[src/rtl/char.sv]
// CHAR: 30-bit binary magnitude to ten MIX character codes (30..39) via double dabble.
// Optional macro CHAR_FAST_EN: two add-3/shift steps per clock (15 edges instead of 30).
module char (
    input  logic        clk,
    input  logic        rst_n,
    input  logic        start,
    input  logic [29:0] in,
    output logic [59:0] out,
    output logic        busy,
    output logic        stop
);

    typedef enum logic [0:0] {IDLE = 1'b0, RUN = 1'b1} state_t;

`ifdef CHAR_FAST_EN
    localparam logic [4:0] LAST_STEP = 5'd14;
`else
    localparam logic [4:0] LAST_STEP = 5'd29;
`endif

    state_t      state_r;
    logic [4:0]  cnt_r;
    logic [39:0] bcd_r;
    logic [29:0] bin_r;
    logic [69:0] next_s;

    // One double-dabble step on {bcd, bin}: correct nibbles >= 5, then shift left.
    function automatic logic [69:0] dd_step(input logic [69:0] v);
        logic [69:0] t;
        t = v;
        for (int i = 0; i < 10; i++) begin
            if (t[30+4*i +: 4] >= 4'd5) begin
                t[30+4*i +: 4] = t[30+4*i +: 4] + 4'd3;
            end else begin
                t[30+4*i +: 4] = t[30+4*i +: 4];
            end
        end
        return {t[68:0], 1'b0};
    endfunction

    // Next {bcd, bin} value for the current edge.
    always_comb begin
        next_s = {70{1'b0}};
`ifdef CHAR_FAST_EN
        next_s = dd_step(dd_step({bcd_r, bin_r}));
`else
        next_s = dd_step({bcd_r, bin_r});
`endif
    end

    // Each BCD digit becomes code 30+d; digit 9 lands in out[59:54].
    always_comb begin
        out = {60{1'b0}};
        for (int i = 0; i < 10; i++) begin
            out[6*i +: 6] = {2'b00, bcd_r[4*i +: 4]} + 6'd30;
        end
    end

    // Control FSM and datapath; start always (re)loads, even while running.
    always_ff @(posedge clk) begin
        if (!rst_n) begin
            state_r <= IDLE;
            busy    <= 1'b0;
            stop    <= 1'b0;
            cnt_r   <= 5'd0;
            bcd_r   <= 40'd0;
            bin_r   <= 30'd0;
        end else begin
            stop <= 1'b0;
            if (start) begin
                state_r <= RUN;
                busy    <= 1'b1;
                cnt_r   <= 5'd0;
                bcd_r   <= 40'd0;
                bin_r   <= in;
            end else begin
                case (state_r)
                    IDLE: begin
                        busy <= 1'b0;
                    end
                    RUN: begin
                        bcd_r <= next_s[69:30];
                        bin_r <= next_s[29:0];
                        cnt_r <= cnt_r + 5'd1;
                        if (cnt_r == LAST_STEP) begin
                            state_r <= IDLE;
                            busy    <= 1'b0;
                            stop    <= 1'b1;
                        end else begin
                            busy    <= 1'b1;
                        end
                    end
                    default: begin
                        state_r <= IDLE;
                        busy    <= 1'b0;
                    end
                endcase
            end
        end
    end

endmodule

[config.mk]
export PLATFORM = sky130hd
export DESIGN_NAME = char
export DESIGN_NICKNAME = d
export VERILOG_FILES = /design/src/rtl/char.sv
export SDC_FILE = /design/constraint.sdc
export NUM_CORES = 1
export LEC_CHECK = 0
export CAP_MARGIN = 40
export CORE_MARGIN = 4
export CORE_UTILIZATION = 58
export CTS_BUF_LIST = sky130_fd_sc_hd__clkbuf_16
export CTS_CLUSTER_SIZE = 24
export DETAILED_ROUTE_END_ITERATION = 7
export PLACE_DENSITY = 0.89
export RECOVER_POWER = 50
export SYNTH_ARGS = -nofsm -noshare
export SYNTH_HDL_FRONTEND = slang
export SYNTH_SLANG_ARGS = --single-unit
[constraint.sdc]
create_clock -name clk -period 3.22 [get_ports clk]
set_input_delay 0.322 -clock clk [delete_from_list [all_inputs] [get_ports clk]]
set_output_delay 0.322 -clock clk [all_outputs]
set_load 0.01 [all_outputs]
==> results_dict.tcl <==
set metrics [dict create \
    grtUsageTotal_pct 21.1 \
    timing.rr.end "bin_r[12]" \
    dpl_worst_slack_ns 0.948 \
    clk_latency_ns 0.33 \
    crit_required_ns 3.47 \
    outcome "finished, violations left" \
    fmax_ghz 0.397 \
    wl_mm 11.0 \
    cts-resized-gates 0 \
    grt-ovfl-total 0 \
    drtAntennaViolNets 0 \
    syn_inst 642 \
    grt_pass1_vias 4227 \
    worst_pin_slew_ns 1.79 \
    final_cell_mix "clkdlybuf4s50_1 (78), dfxtp_1 (76), inv_1 (72)" \
    dieArea_um2 10700 \
    clockBufferDepth 2 \
    area_growth_syn_to_layout_pct 19.9 \
    drive_gt1_share_pct 4.40 \
    critical_path.max_fanout 47 \
    ys_types 36 \
    via_count 4552 \
    async_flop_share_pct 0 \
    std_cell_rows 34 \
    synth.yosys.seq_area_share_pct 29.2 \
    cts_buffers 9 \
    fin_crit_sh_pct 78.3 \
    place_inst 797 \
    grt_max_degree 82 \
    diodes 0 \
    finalSetupViolCount 0 \
    crit_type "input port to flip-flop" \
    cts.reportedPaths.clkPinSlew_ns 0.06 \
    peakVddDrop_mv 0.344 \
    power_density_nw_per_um2 374 \
    max_cap_viol_count 1 \
    worstSetupEndpointType "flip-flop" \
    htreeDepth 3 \
    violations "capacitance limit, slew limit" \
    arrival_ns 2.77 \
    drtIter0Drc 170 \
    place.gp.congestion 0.843 \
    cts-hold-fix-buffers 0 \
    r2r-start "busy" \
    total_power_mw 2.37 \
    root_buffer "clkbuf_16" \
    crit_end "bcd_r[38]" \
    fp.dieH_um 103 \
    syn_area_per_cell_um2 8.24 \
    synth-edff-count 0 \
    io-pin-count 95 \
    yosysWarnings 0 \
    crit_chain "clkdlybuf4s50_1, buf_4, nand2b_1, or3_1, o211ai_1" \
    antenna_found_initial 0 \
    synth.ff_latch_count 77 \
    fin_crit_ns 2.52 \
    synth_area_um2 5290 \
    coreArea_um2 8810 \
    synth_flop_cell "dfxtp_1" \
    cts_tree "built" \
    drc 0 \
    dpl.hpwl_mm 7.86 \
    final_common_cell "clkdlybuf4s50_1" \
    hold_viol_final 0 \
    route.detailed.vias_per_inst 5.60 \
    io_buffers 94 \
    cts_setup_buffers 0 \
    final.setup.tns_ns 0 \
    crit_slowest_cell "nand2b_1" \
    setup_ws_ns 0.699 \
    reg2reg_slack_ns 1.12 \
    ff2ff_path_depth 4 \
    maxSlewHeadroom_pct -19.5 \
    critPathLaunch "rst_n" \
    fin_cells 813 \
    min_path_type "flip-flop to flip-flop" \
    crit_path_max_incr_delay_ns 0.94 \
    fin_skew_ns 0.00346 \
    cts_sinks 77 \
    final_max_slew_viol_count 48 \
    syn_nets 735 \
    rsz0062_at_grt "no" \
    dr.pass1.iters 4 \
    initial_core_util_pct 60.0 \
    die_x_um 103 \
    grt_pass1_wl_mm 18.6 \
    wl_per_cell_um 13.5 \
    start_kind "input port" \
    p_leak_nw 2.45 \
    num-nets-final 793 \
]
==> layout make-up <==
cell class / instances / area (um^2)
Sequential cell: 77 / 1550
Timing Repair Buffer: 98 / 980
Clock inverter: 7 / 73.8
Clock buffer: 9 / 225
Inverter: 71 / 267
Fill cell: 666 / 2470
Tap cell: 108 / 135
Multi-Input combinational cell: 443 / 3110
==> worst max-delay path: cells and delay by family <==
| family | cells | cell delay, ns |
|---|---|---|
| and+or+nand+nor | 2 | 1.63 |
| buffers and inverters | 2 | 0.70 |
| AOI/OAI and AO/OA | 1 | 0.10 |
==> per-layer routing <==
metal  GRT usage [%]  vias up  share of wire, %
met5               0        -                 0
met4            6.87        0               1.2
met3            3.76       13               4.3
met2            37.9      107                50
met1            25.4     2123                44
li1                -     2309                 -
==> report_power, final <==
group          total [mW]  switching [mW]  internal, mW  leakage [nW]
combinational       0.331           0.158         0.172          1.68
clock                1.00           0.401         0.602         0.140
sequential           1.03          0.0473         0.988         0.629
==> cell usage after synthesis, types with 9 or more instances <==
library cell,number,area (um^2)
a31o_1,9,78.8
inv_1,71,267
nor3_1,10,50.1
or3b_1,9,78.8
buf_4,14,105
a31oi_1,18,113
o21ai_0,48,240
dfxtp_1,77,1540
or2_2,9,56.3
nand4_1,18,113
and2_1,29,181
mux2i_1,30,300
ha_1,60,751
clkbuf_1,13,48.8
a2111o_1,11,124
buf_2,9,45.0
buf_6,14,158
a21oi_1,22,110
or3_1,11,68.8
nand3_1,20,100
a21o_1,9,67.6
nand3b_1,10,75.1
nand2b_1,19,119
nor2_1,22,82.6
nand2_1,55,206
==> registers in the layout (all words and copies together) (netlist names) <==
register and flops:
busy 1, stop 1, cnt_r 5, bin_r 30
bcd_r 40
==> cell families after synthesis <==
kind of cell / Yosys count / share of synthesized area [%]
DFF: 77 / 29.2
adders and majority gates: 60 / 14.2
AOI/OAI and AO/OA: 129 / 15.9
and+or+nand+nor: 220 / 22.6
xor gates and xnor gates: 4 / 0.663
muxes: 30 / 5.68
buffers and inverters: 122 / 11.9
==> worst min-delay path by stage <==
stage | from | endpoint | cells past startpoint
after floorplan | rst_n | bin_r[0] | 1
after global placement | cnt_r[4] | cnt_r[4] | 2
after detailed placement | bin_r[29] | bcd_r[0] | 2
after CTS | bin_r[29] | bcd_r[0] | 2
after global routing | bin_r[29] | bcd_r[0] | 2
final | bin_r[29] | bcd_r[0] | 2
==> per-stage QoR <==
stage,area (um^2),hold slack (ns),utilization (%)
after detailed placement,6050,0.500,68.7
after CTS,6350,0.514,72.1
final,6340,0.509,72.0
after global routing,6340,0.542,72.0
after global placement,6050,0.498,68.7
after floorplan,5290,0.450,-
Power figures use the tool's default switching activity.
